`src/rtl/pipe_adder_pkg.sv`:
```
// Shared configuration for the pipelined ripple add/subtract unit.
// Build with PIPE_ADDER_OVERFLOW_EN defined to add the signed-overflow output.
package pipe_adder_pkg;

    localparam int DEFAULT_WIDTH = 16;
    localparam int DEFAULT_SLICE = 4;

    // Width-independent part of every stage record; the partial sum and the
    // pending operand slices are sized per stage in the top module.
    typedef struct packed {
        logic valid;
        logic carry;
    } stage_flags_t;

    function automatic int stages(input int width, input int slice);
        return width / slice;
    endfunction

endpackage

```
`src/rtl/pipelined_ripple_adder_adder_slice.sv`:
```
// Combinational SLICE-bit ripple-carry adder: one full adder per bit,
// carry in at bit 0 and carry out of the top bit.
module adder_slice
    import pipe_adder_pkg::*;
#(
    parameter int SLICE = DEFAULT_SLICE
) (
    input  logic [SLICE-1:0] a,
    input  logic [SLICE-1:0] b,
    input  logic             cin,
    output logic [SLICE-1:0] sum,
    output logic             cout
);

    logic [SLICE:0] c;

    always_comb begin
        c    = '0;
        sum  = '0;
        c[0] = cin;
        for (int i = 0; i < SLICE; i++) begin
            sum[i]   = a[i] ^ b[i] ^ c[i];
            c[i+1]   = (a[i] & b[i]) | (c[i] & (a[i] ^ b[i]));
        end
    end

    assign cout = c[SLICE];

endmodule

```
`src/rtl/pipelined_ripple_adder.sv`:
```
// Pipelined add/subtract: one SLICE-bit ripple per stage, carry registered
// between stages. Optional signed overflow output under PIPE_ADDER_OVERFLOW_EN.
module pipelined_ripple_adder
    import pipe_adder_pkg::*;
#(
    parameter int WIDTH = DEFAULT_WIDTH,
    parameter int SLICE = DEFAULT_SLICE
) (
    input  logic             clk,
    input  logic             rst_n,
    input  logic             in_valid,
    output logic             in_ready,
    input  logic [WIDTH-1:0] a,
    input  logic [WIDTH-1:0] b,
    input  logic             sub,
    output logic             out_valid,
    input  logic             out_ready,
    output logic [WIDTH-1:0] sum,
    output logic             carry_out
`ifdef PIPE_ADDER_OVERFLOW_EN
    ,
    output logic             overflow
`endif
);

    localparam int STAGES = stages(WIDTH, SLICE);

    // Handshake: a transfer occurs on each side in any cycle where valid and
    // ready are both high; valid never waits on ready. The whole pipeline
    // moves as one shift register, so input ready is simply "output slot free".
    logic             advance;
    logic [WIDTH-1:0] b_eff;

    assign advance  = out_ready | ~out_valid;
    assign in_ready = advance;
    assign b_eff    = sub ? ~b : b;

    for (genvar k = 0; k < STAGES; k++) begin : g_stage
        localparam int REM  = WIDTH - k * SLICE;
        localparam int DONE = (k + 1) * SLICE;

        logic [REM-1:0]   op_a;
        logic [REM-1:0]   op_b;
        logic             cin;
        logic             v_in;
        logic [SLICE-1:0] slice_sum;
        logic             cout;
        logic [DONE-1:0]  psum_d;
        logic [DONE-1:0]  psum_q;
        stage_flags_t     flags_q;

        if (k == 0) begin : g_entry
            assign op_a   = a;
            assign op_b   = b_eff;
            assign cin    = sub;
            assign v_in   = in_valid & in_ready;
            assign psum_d = slice_sum;
        end else begin : g_inner
            // Operand slices not yet consumed ride along with the previous
            // stage's partial sum so both reach this adder together.
            always_ff @(posedge clk) begin
                if (!rst_n) begin
                    op_a <= '0;
                    op_b <= '0;
                end else if (advance) begin
                    op_a <= g_stage[k-1].op_a[REM+SLICE-1:SLICE];
                    op_b <= g_stage[k-1].op_b[REM+SLICE-1:SLICE];
                end
            end
            assign cin    = g_stage[k-1].flags_q.carry;
            assign v_in   = g_stage[k-1].flags_q.valid;
            assign psum_d = {slice_sum, g_stage[k-1].psum_q};
        end

        adder_slice #(.SLICE(SLICE)) u_slice (
            .a    (op_a[SLICE-1:0]),
            .b    (op_b[SLICE-1:0]),
            .cin  (cin),
            .sum  (slice_sum),
            .cout (cout)
        );

        always_ff @(posedge clk) begin
            if (!rst_n) begin
                flags_q <= '0;
                psum_q  <= '0;
            end else if (advance) begin
                flags_q <= '{valid: v_in, carry: cout};
                psum_q  <= psum_d;
            end
        end
    end

    assign out_valid = g_stage[STAGES-1].flags_q.valid;
    assign carry_out = g_stage[STAGES-1].flags_q.carry;
    assign sum       = g_stage[STAGES-1].psum_q;

`ifdef PIPE_ADDER_OVERFLOW_EN
    // The operand MSBs are still pending at the last adder, so overflow is
    // decided there and registered alongside the final slice.
    logic ovf_d;
    logic ovf_q;

    assign ovf_d = (g_stage[STAGES-1].op_a[SLICE-1] == g_stage[STAGES-1].op_b[SLICE-1])
                 & (g_stage[STAGES-1].slice_sum[SLICE-1] != g_stage[STAGES-1].op_a[SLICE-1]);

    always_ff @(posedge clk) begin
        if (!rst_n) begin
            ovf_q <= 1'b0;
        end else if (advance) begin
            ovf_q <= ovf_d;
        end
    end

    assign overflow = ovf_q;
`endif

endmodule

```
`config.mk`:
```
export PLATFORM = sky130hd
export DESIGN_NAME = pipelined_ripple_adder
export DESIGN_NICKNAME = d
export VERILOG_FILES = /design/src/rtl/pipe_adder_pkg.sv /design/src/rtl/pipelined_ripple_adder_adder_slice.sv /design/src/rtl/pipelined_ripple_adder.sv
export SDC_FILE = /design/constraint.sdc
export NUM_CORES = 1
export LEC_CHECK = 0
export CAP_MARGIN = 20
export CORE_ASPECT_RATIO = 0.6
export CORE_MARGIN = 5
export CORE_UTILIZATION = 29
export CTS_CLUSTER_DIAMETER = 40
export DETAILED_ROUTE_END_ITERATION = 10
export GPL_ROUTABILITY_DRIVEN = 0
export SYNTH_ARGS = -nofsm -noshare
export SYNTH_HDL_FRONTEND = slang
export SYNTH_HIERARCHICAL = 1
export SYNTH_SLANG_ARGS = --single-unit
```
`constraint.sdc`:
```
create_clock -name clk -period 7 [get_ports clk]
set_input_delay 0.7 -clock clk [delete_from_list [all_inputs] [get_ports clk]]
set_output_delay 0.7 -clock clk [all_outputs]
set_load 0.01 [all_outputs]
```
==> key figures <==
Synth
  – Most frequent cell after synthesis: nand2_1
  – #FFs+latches synth: 96
  – Main flop type after synthesis: dfxtp_1
  – Syn Inst Count: 476
  – Post-synth EDFFs: 0
  – Average size of a mapped cell: 8.601 µm²
  – Netlist cell types: 18
  – Post-Syn Area: 0.004094 mm²
  – YS warnings: 6
  – Synthesized Nets: 529
  – Top cells by count, synth: 166 x nand2_1, 96 x dfxtp_1, 60 x a21boi_1, 40 x inv_1, 23 x a21boi_0
  – Area share of the largest cell type after synthesis: 46.94%
  – Seq/Total Area, Yosys: 46.94%
  – Top cells by area, synth: dfxtp_1 47%, nand2_1 15%, a21boi_1 11%
  – Post-synth ARST share: 0%
  – Largest area contributor in the netlist: dfxtp_1

Routing
  – DR vias/cell: 4.283
  – TritonRoute pass-1 iters: 4
  – Antenna-violating nets left: 0
  – DRC: 0
  – WL/cell: 11.32 µm
  – Routed WL: 8035 µm
  – Iter 0 DRT Violations: 163
  – Via count: 3041

Worst setup path
  – Critical-path top delay cell: clkdlybuf4s50_1
  – CP Launch Type: primary input
  – Critical Path AT: 3.87 ns
  – Critical path, cell by cell: clkdlybuf4s50_1 > xor2_1 > fa_1 > inv_1 > fa_1 > inv_1 > fa_1 > inv_1 > fa_1 > inv_1 > nand2_1 > a21boi_1
  – CP max stage delay: 1.15 ns
  – CP top delay family: buffers and inverters
  – Setup crit end kind: flip-flop
  – Required time worst endpoint: 7.27 ns
  – Crit path buf inv count: 5
  – CP Max Fanout: 17
  – CP Class: primary input to flip-flop

Clock network
  – Cts hold-fix bufs: 0
  – CTS max path bufs: 2
  – CTS Buf Count: 9
  – Worst-path clk slew: 0.07 ns
  – CTS resizes: 0
  – Setup Fix Bufs, Post-CTS: 0
  – H-tree Lvls: 3
  – TritonCTS clock tree: done
  – Root Buffer: clkbuf_16
  – Clk sinks: 96
  – Clock latency on the worst-skew pair: 0.34 ns

Floorplanning
  – Rows: 33
  – Die area: 0.01667 mm²
  – Starting density of the core: 29.78%
  – CORE AREA: 0.01375 mm²
  – IO Count: 56
  – Vert. Die Dim: 102.0 µm
  – DIE WIDTH: 163.4 µm

Pwr
  – VDD IR max: 0.1034 mV
  – Static leakage: 0.001948 µW
  – Power Dens Cells: 237.8 mW/mm²

Cells and area
  – Share of layout cells above drive strength 1: 4.054%
  – Fin nets: 566
  – Filler instances: 1429
  – Ant diodes: 0
  – Area Overhead vs Synth: 22.59%

Timing
  – Period minus WS final: 3.598 ns
  – Relative slew slack: 30.46%
  – Worst-margin pin slew: 1.040 ns
  – Fmax: 0.2779 GHz
  – Final Cycle Share: 51.40%
  – Sum Neg Setup Slack: 0 ns
  – Fin worst setup slack: 3.402 ns
  – Max-slew violations: 0
  – Fin Clk Skew: 0.006627 ns
  – Final setup fails: 0
  – Final Hold Viols: 0
  – RSZ-0062 raised after global routing: no

GRT
  – First-pass GRT wire length: 14170 µm
  – Initial antenna violation count: 0
  – Total gr overflow: 0
  – Pin count of the biggest net entering global routing: 108
  – Vias in the first global route: 3139
  – GRT Total Usage: 10.44%

Placed design
  – Port-buffer cells: 55
  – DP Worst Slack: 3.026 ns
  – HPWL Detailed: 5134 µm

Hold path
  – HP Class: flip-flop to flip-flop

Run
  – Max cap viols: 0

Status
  – Outcome: completed
-- power by group --
part | switching (µW) | leakage (µW) | internal (µW) | total, µW
sequential | 18.0 | 0.000789 | 582 | 600
combinational | 57.3 | 0.00102 | 65.4 | 123
clock | 220 | 0.000142 | 251 | 471
-- registers in the layout, summed over array words and instances, names as in the netlist --
name,count
carry_out,1
g_stage.cin,3
g_stage.op_a,24
g_stage.op_b,24
g_stage.psum_q,24
g_stage.v_in,3
out_valid,1
sum,16
-- area by class of cell --
type	count	area [µm²]	area share, %
Inverter	41	153.9	3.067
Clock buffer	10	229.0	4.562
Sequential cell	96	1922	38.29
Multi-Input combinational cell	307	1848	36.82
Clock inverter	6	57.56	1.147
Tap cell	192	240.2	4.787
Timing Repair Buffer	58	568.0	11.32
-- layer usage --
metal / track usage, % / wire [µm] / vias up / part of all wire [%]
met2: 17.87 / 3638 / 40 / 45
met1: 12.86 / 4005 / 1443 / 50
met4: 2.706 / 67 / 0 / 0.83
met5: 0 / 0 / - / 0
met3: 3.466 / 324 / 7 / 4.0
li1: - / - / 1551 / -
-- placed cells by master (no fill, tap or decap) --
cell type and instances:
dfxtp_1 96, clkinv_4 1, o21ai_0 7, a21oi_1 12
clkdlybuf4s50_1 54, a21boi_1 60, clkbuf_16 9, buf_2 1
inv_1 40, nor2b_4 1, xor2_1 4, nand2_1 166
buf_4 3, inv_8 2, fa_1 16, a21boi_0 23
o21a_1 1, xnor2_1 12, clkbuf_1 1, o21ai_1 5
inv_6 3, inv_2 1
-- path summary, 6_finish.rpt --
kind,cells after the start,endpoint,slack [ns],from
worst max-delay path,12,g_stage[0].psum_q[3],3.40,sub
worst min register to register,2,g_stage[2].op_a[3],0.45,g_stage[2].op_a[3]
worst max register to register,10,g_stage[1].psum_q[7],4.71,g_stage[1].op_a[0]
worst min-delay path,2,g_stage[2].op_a[3],0.45,g_stage[2].op_a[3]
-- per-stage QoR --
step | total power (µW) | instance area, µm² | util (%) | cells | hold WS [ns]
2_1_floorplan | 687.0 | 4094 | - | 476 | 0.4307
3_3_place_gp | 733.6 | 4732 | 34.42 | 694 | 0.4397
3_5_place_dp | 737.4 | 4732 | 34.42 | 694 | 0.4451
4_1_cts | 1214 | 5019 | 36.50 | 710 | 0.4546
5_1_grt | 1259 | 5019 | 36.50 | 710 | 0.4708
6_report | 1193 | 5019 | 36.50 | 710 | 0.4515
-- kinds of logic (layout without fill, tap and decap cells) --
kind of cell	count (synthesis)	count (layout)	synth area share, %
and+or+nand+nor	167	167	15.56
AOI/OAI and AO/OA	108	108	18.34
DFF	96	96	46.94
buffers and inverters	73	115	7.915
adders and majority gates	16	16	7.824
xor gates and xnor gates	16	16	3.423
-- worst min-delay path, stage by stage (launching register included) --
cell      delay, ns
dfxtp_1        0.31
nand2_1        0.05
a21boi_1       0.05
Power figures use the tool's default switching activity.
